[src/rtl/regfile_scoreboard.sv]
// rtl/regfile_scoreboard.sv - register file with per-register pending-write scoreboard
// Optional write-through forwarding and busy suppression under macro REGFILE_BYPASS_EN.
module regfile_scoreboard #(
    parameter int DATA_W = 32,
    parameter int ADDR_W = 5,
    parameter int CNT_W  = 2
) (
    input  logic              clk,
    input  logic              reset,
    input  logic [ADDR_W-1:0] rs_addr,
    input  logic [ADDR_W-1:0] rt_addr,
    output logic [DATA_W-1:0] rs_data,
    output logic [DATA_W-1:0] rt_data,
    output logic              rs_busy,
    output logic              rt_busy,
    input  logic              iss_en,
    input  logic [ADDR_W-1:0] iss_addr,
    output logic              iss_ready,
    input  logic              wb_en,
    input  logic [ADDR_W-1:0] wb_addr,
    input  logic [DATA_W-1:0] wb_data,
    input  logic              flush
);
    localparam int DEPTH = 2 ** ADDR_W;
    localparam logic [CNT_W-1:0] CNT_MAX = {CNT_W{1'b1}};

    logic [DATA_W-1:0] r_regs [DEPTH];
    logic [CNT_W-1:0]  r_cnt  [DEPTH];

    logic              w_wb_we;
    logic [DEPTH-1:0]  w_inc;
    logic [DEPTH-1:0]  w_dec;
    logic [CNT_W-1:0]  w_rs_cnt;
    logic [CNT_W-1:0]  w_rt_cnt;
    logic [DATA_W-1:0] w_rs_stored;
    logic [DATA_W-1:0] w_rt_stored;

    assign w_wb_we = wb_en && (wb_addr != '0);

    // Overflow check looks at the current count only, never at a same-cycle writeback.
    assign iss_ready = (iss_addr == '0) || (r_cnt[iss_addr] != CNT_MAX);

    always_comb begin
        w_inc = '0;
        w_dec = '0;
        for (int i = 1; i < DEPTH; i++) begin
            w_inc[i] = iss_en && iss_ready && (iss_addr == i[ADDR_W-1:0]);
            w_dec[i] = wb_en && (wb_addr == i[ADDR_W-1:0]) && (r_cnt[i] != '0);
        end
    end

    always_ff @(posedge clk or posedge reset) begin
        if (reset) begin
            for (int i = 0; i < DEPTH; i++) begin
                r_regs[i] <= '0;
            end
        end else if (w_wb_we) begin
            r_regs[wb_addr] <= wb_data;
        end
    end

    // Flush wins over any issue or retire in the same cycle.
    always_ff @(posedge clk or posedge reset) begin
        if (reset) begin
            for (int i = 0; i < DEPTH; i++) begin
                r_cnt[i] <= '0;
            end
        end else begin
            for (int i = 0; i < DEPTH; i++) begin
                if (flush) begin
                    r_cnt[i] <= '0;
                end else if (w_inc[i] && !w_dec[i]) begin
                    r_cnt[i] <= r_cnt[i] + CNT_W'(1);
                end else if (w_dec[i] && !w_inc[i]) begin
                    r_cnt[i] <= r_cnt[i] - CNT_W'(1);
                end
            end
        end
    end

    assign w_rs_cnt    = r_cnt[rs_addr];
    assign w_rt_cnt    = r_cnt[rt_addr];
    assign w_rs_stored = (rs_addr == '0) ? '0 : r_regs[rs_addr];
    assign w_rt_stored = (rt_addr == '0) ? '0 : r_regs[rt_addr];

`ifdef REGFILE_BYPASS_EN
    logic w_rs_fwd;
    logic w_rt_fwd;

    assign w_rs_fwd = w_wb_we && (wb_addr == rs_addr);
    assign w_rt_fwd = w_wb_we && (wb_addr == rt_addr);
    assign rs_data  = w_rs_fwd ? wb_data : w_rs_stored;
    assign rt_data  = w_rt_fwd ? wb_data : w_rt_stored;
    // The last outstanding writer retiring this cycle already supplies the data.
    assign rs_busy  = (rs_addr != '0) && (w_rs_cnt != '0) &&
                      !(w_rs_fwd && (w_rs_cnt == CNT_W'(1)));
    assign rt_busy  = (rt_addr != '0) && (w_rt_cnt != '0) &&
                      !(w_rt_fwd && (w_rt_cnt == CNT_W'(1)));
`else
    assign rs_data  = w_rs_stored;
    assign rt_data  = w_rt_stored;
    assign rs_busy  = (rs_addr != '0) && (w_rs_cnt != '0);
    assign rt_busy  = (rt_addr != '0) && (w_rt_cnt != '0);
`endif

endmodule

[config.mk]
export PLATFORM = sky130hd
export DESIGN_NAME = regfile_scoreboard
export DESIGN_NICKNAME = d
export VERILOG_FILES = /design/src/rtl/regfile_scoreboard.sv
export SDC_FILE = /design/constraint.sdc
export NUM_CORES = 2
export LEC_CHECK = 0
export CAP_MARGIN = 20
export CORE_MARGIN = 5
export CORE_UTILIZATION = 57
export DETAILED_ROUTE_END_ITERATION = 8
export GPL_ROUTABILITY_DRIVEN = 0
export PLACE_DENSITY = 0.77
export SLEW_MARGIN = 15
export SYNTH_ARGS = -nofsm -noshare
export SYNTH_HDL_FRONTEND = slang
export SYNTH_SLANG_ARGS = --single-unit
[constraint.sdc]
create_clock -name clk -period 41.1 [get_ports clk]
set_input_delay 8.22 -clock clk [delete_from_list [all_inputs] [get_ports clk]]
set_output_delay 8.22 -clock clk [all_outputs]
set_load 0.05 [all_outputs]
==> results by group <==
Outcome
  • Status: completed

Pwr
  • PnR Total Power: 3.107 mW
  • Peak VDD IR: approximately 0.035 mV
  • PD cells: between 40 and 50 mW/mm^2
  • Leak: 28.28 nW

Synthesis
  • Async SR Flop Fraction: 100.0%
  • Top_reg_cell synth: dfrtp_1
  • Synthesized area per cell: between 10 and 15 sq um
  • Number of synthesized register bits: 1086
  • Post-synth EDFFs: 0
  • Gate Count Post-Synth: 4206
  • Most area-consuming cells after synthesis: dfrtp_1, mux4_2, mux2_2
  • Post-synthesis sequential area ratio: between 40% and 50%
  • Distinct cells, synth: between 50 and 60
  • Largest area contributor in the netlist: dfrtp_1
  • Netlist Area Pre-Place: about 0.06 sq mm
  • Synth top area share: 46.13%
  • Synth warnings: 0
  • Synth Net Count: ~4300

CTS
  • Num CTS Buffers: between 100 and 150
  • H-tree levels: 3
  • CTS tree: yes
  • Skew-Pair Late Insertion Delay: around 700 ps
  • Max clock buf depth: 3
  • Worst-path clk slew: around 60 ps
  • Setup bufs post-CTS: 0
  • Root Driver: clkbuf_16
  • Hold Buf Count CTS: 0
  • Post-CTS sizing: 0
  • Clk sinks: roughly 1100

Place
  • Post-Place Cell Area: slightly above 0.06 sq mm
  • Port Buffers: 123
  • DP Cell Count: roughly 5300
  • Post-detail-place hpwl: just under 90000 um
  • Post-Place Worst Slack: between 15000 and 20000 ps

Worst hold path
  • Worst hold stages: 0
  • Worst Hold Class: flop to flop

GRT
  • Gr ovfl total: 0
  • Initial antenna violation count: 9
  • First-pass GRT wire length: between 200000 and 300000 um
  • Vias in the first global route: between 30000 and 40000
  • Pin count of the biggest net entering global routing: 155
  • All-layer global routing usage: a little under a third

Critical path
  • Crit path capture type: primary output
  • Crit-path cells: buf_8 -> buf_4 -> buf_4 -> mux4_2 -> mux4_2 -> mux2i_1 -> nor2_1 -> clkdlybuf4s50_1
  • WP data required: between 30000 and 40000 ps
  • Critical path's slowest cell: buf_4
  • CP max stage delay: 970 ps
  • Worst Setup Start Kind: primary input
  • Setup CP Type: primary input to primary output
  • Crit Path Max Fanout: 94
  • Critical path data arrival time: approximately 13000 ps
  • R2R depth: 6

Route
  • Detailed Routing Iterations Pass 1: 5
  • Mean routed wirelength per cell: between 30 and 40 um
  • Violation count after the first detailed-route iteration: between 4000 and 5000
  • WL final: 172400 um
  • Residual DRC count: 0
  • DR vias: between 30000 and 40000
  • Post-detailed-route count of antenna-violating nets: 0
  • Vias per cell: approximately 7

Timing
  • PnR worst setup slack: ~20000 ps
  • RSZ-0062 raised after global routing: no
  • Relative slew margins: 22.23%
  • Slew Limit Fails: 0
  • Clock skew: about 8.5 ps
  • Hold WS: around 390 ps
  • Fmax: between 0.04 and 0.05 GHz
  • Tmin final: 21220 ps
  • Pin slew with the least headroom to its limit: about 1200 ps
  • Final Hold Viols: 0
  • Tcrit/Tclk final: between 50% and 60%
  • Final setup violation count: 0
  • Final TNS setup: 0 ps

Layout
  • Finished Cell Area: 0.06449 sq mm
  • Area occupied by multi-input gates: 0.03013 sq mm
  • Finished Layout Cells: about 5500
  • Area Growth Syn to Fin: 9.472%
  • Nets: between 4000 and 5000
  • Most common cell after layout, fill and taps aside: dfrtp_1
  • Area taken by flip-flops and latches: around 0.027 sq mm
  • Most frequent cells in the layout: dfrtp_1, mux2_2, mux4_2, nand2_1, nor2_1
  • Share of layout cells above drive strength 1: between 40% and 50%
  • Final Core Density: between 60 and 70%
  • Fill cells: between 7000 and 8000

Floorplanning
  • Die span in x: ~330 um
  • Die Y: 331.5 um
  • Die ar.: roughly 0.11 sq mm
  • Core area: just over 0.1 sq mm
  • Rows: roughly 120
  • Initial Util: 57.17%
  • Ports: 124

Flow run
  • # Max-Cap Violations: 0
## cell type report
type | instances | area share, %
antenna | 6 | 0.02328
clock buffer | 165 | 5.060
clock inverter | 40 | 0.4928
inverter | 5 | 0.04074
multi-input combinational | 2674 | 46.72
sequential | 1086 | 42.14
tap | 1380 | 2.677
timing repair buffer | 184 | 2.852
## sequential cells by signal (all words and copies together) (netlist names)
name    cells
r_cnt      62
r_regs   1024
## worst max-delay path: cells and delay by family
kind / cells / cell delay (ps)
AND/OR/NAND/NOR: 1 / 80
buffers and inverters: 4 / 3190
multiplexers: 3 / 1310
## cell families (layout without fill, tap and decap cells)
| kind of cell | after synthesis | count (layout) | synth area share [%] |
|---|---|---|---|
| flip-flops | 1086 | 1086 | 46.13 |
| AO/OA/AOI/OAI | 196 | 196 | 2.134 |
| multiplexers | 1536 | 1536 | 41.79 |
| XOR/XNOR | 13 | 13 | 0.1933 |
| other | 0 | 6 | 0 |
| AND/OR/NAND/NOR | 929 | 929 | 6.597 |
| buffers and inverters | 446 | 394 | 3.156 |
## power breakdown
group / internal [mW] / switching, mW
clock: 0.572 / 0.436
combinational: 0.395 / 0.305
sequential: 1.26 / 0.139
## metal layers
metal / share of wire (%) / track usage (%)
met5: 0.029 / 0
met4: 4.0 / 11.31
met3: 11 / 9.447
met2: 46 / 47.08
met1: 38 / 44.39
## synthesized netlist by cell type (8+ instances only)
library cell and count:
clkbuf_1 325, o21bai_1 9, a211oi_1 14, nand2b_1 8
o21ai_0 49, nand3_1 30, nor2_1 133, nand4_1 12
buf_1 30, mux2_2 803, xnor2_1 11, buf_4 16
a21oi_1 79, mux2i_1 75, mux4_2 656, buf_2 64
and2_1 23, nor3_1 39, dfrtp_1 1086, nor3b_1 12
nor2b_1 10, a211oi_2 10, a31o_1 10, nand2_1 631
## worst paths after layout
path	from	to	slack [ps]
worst max register to register	r_cnt[29]$_DFFE_PP0P_	r_cnt[17]$_DFFE_PP0P_	38670
worst min register to register	r_regs[1023]$_DFFE_PP0P_	r_regs[1023]$_DFFE_PP0P_	390
max in group asynchronous	reset	r_regs[452]$_DFFE_PP0P_	29680
worst max-delay path	rs_addr[1]	rs_data[16]	19880
worst min-delay path	r_regs[1023]$_DFFE_PP0P_	r_regs[1023]$_DFFE_PP0P_	390
min in group asynchronous	reset	r_regs[757]$_DFFE_PP0P_	8050
Power figures use the tool's default switching activity.
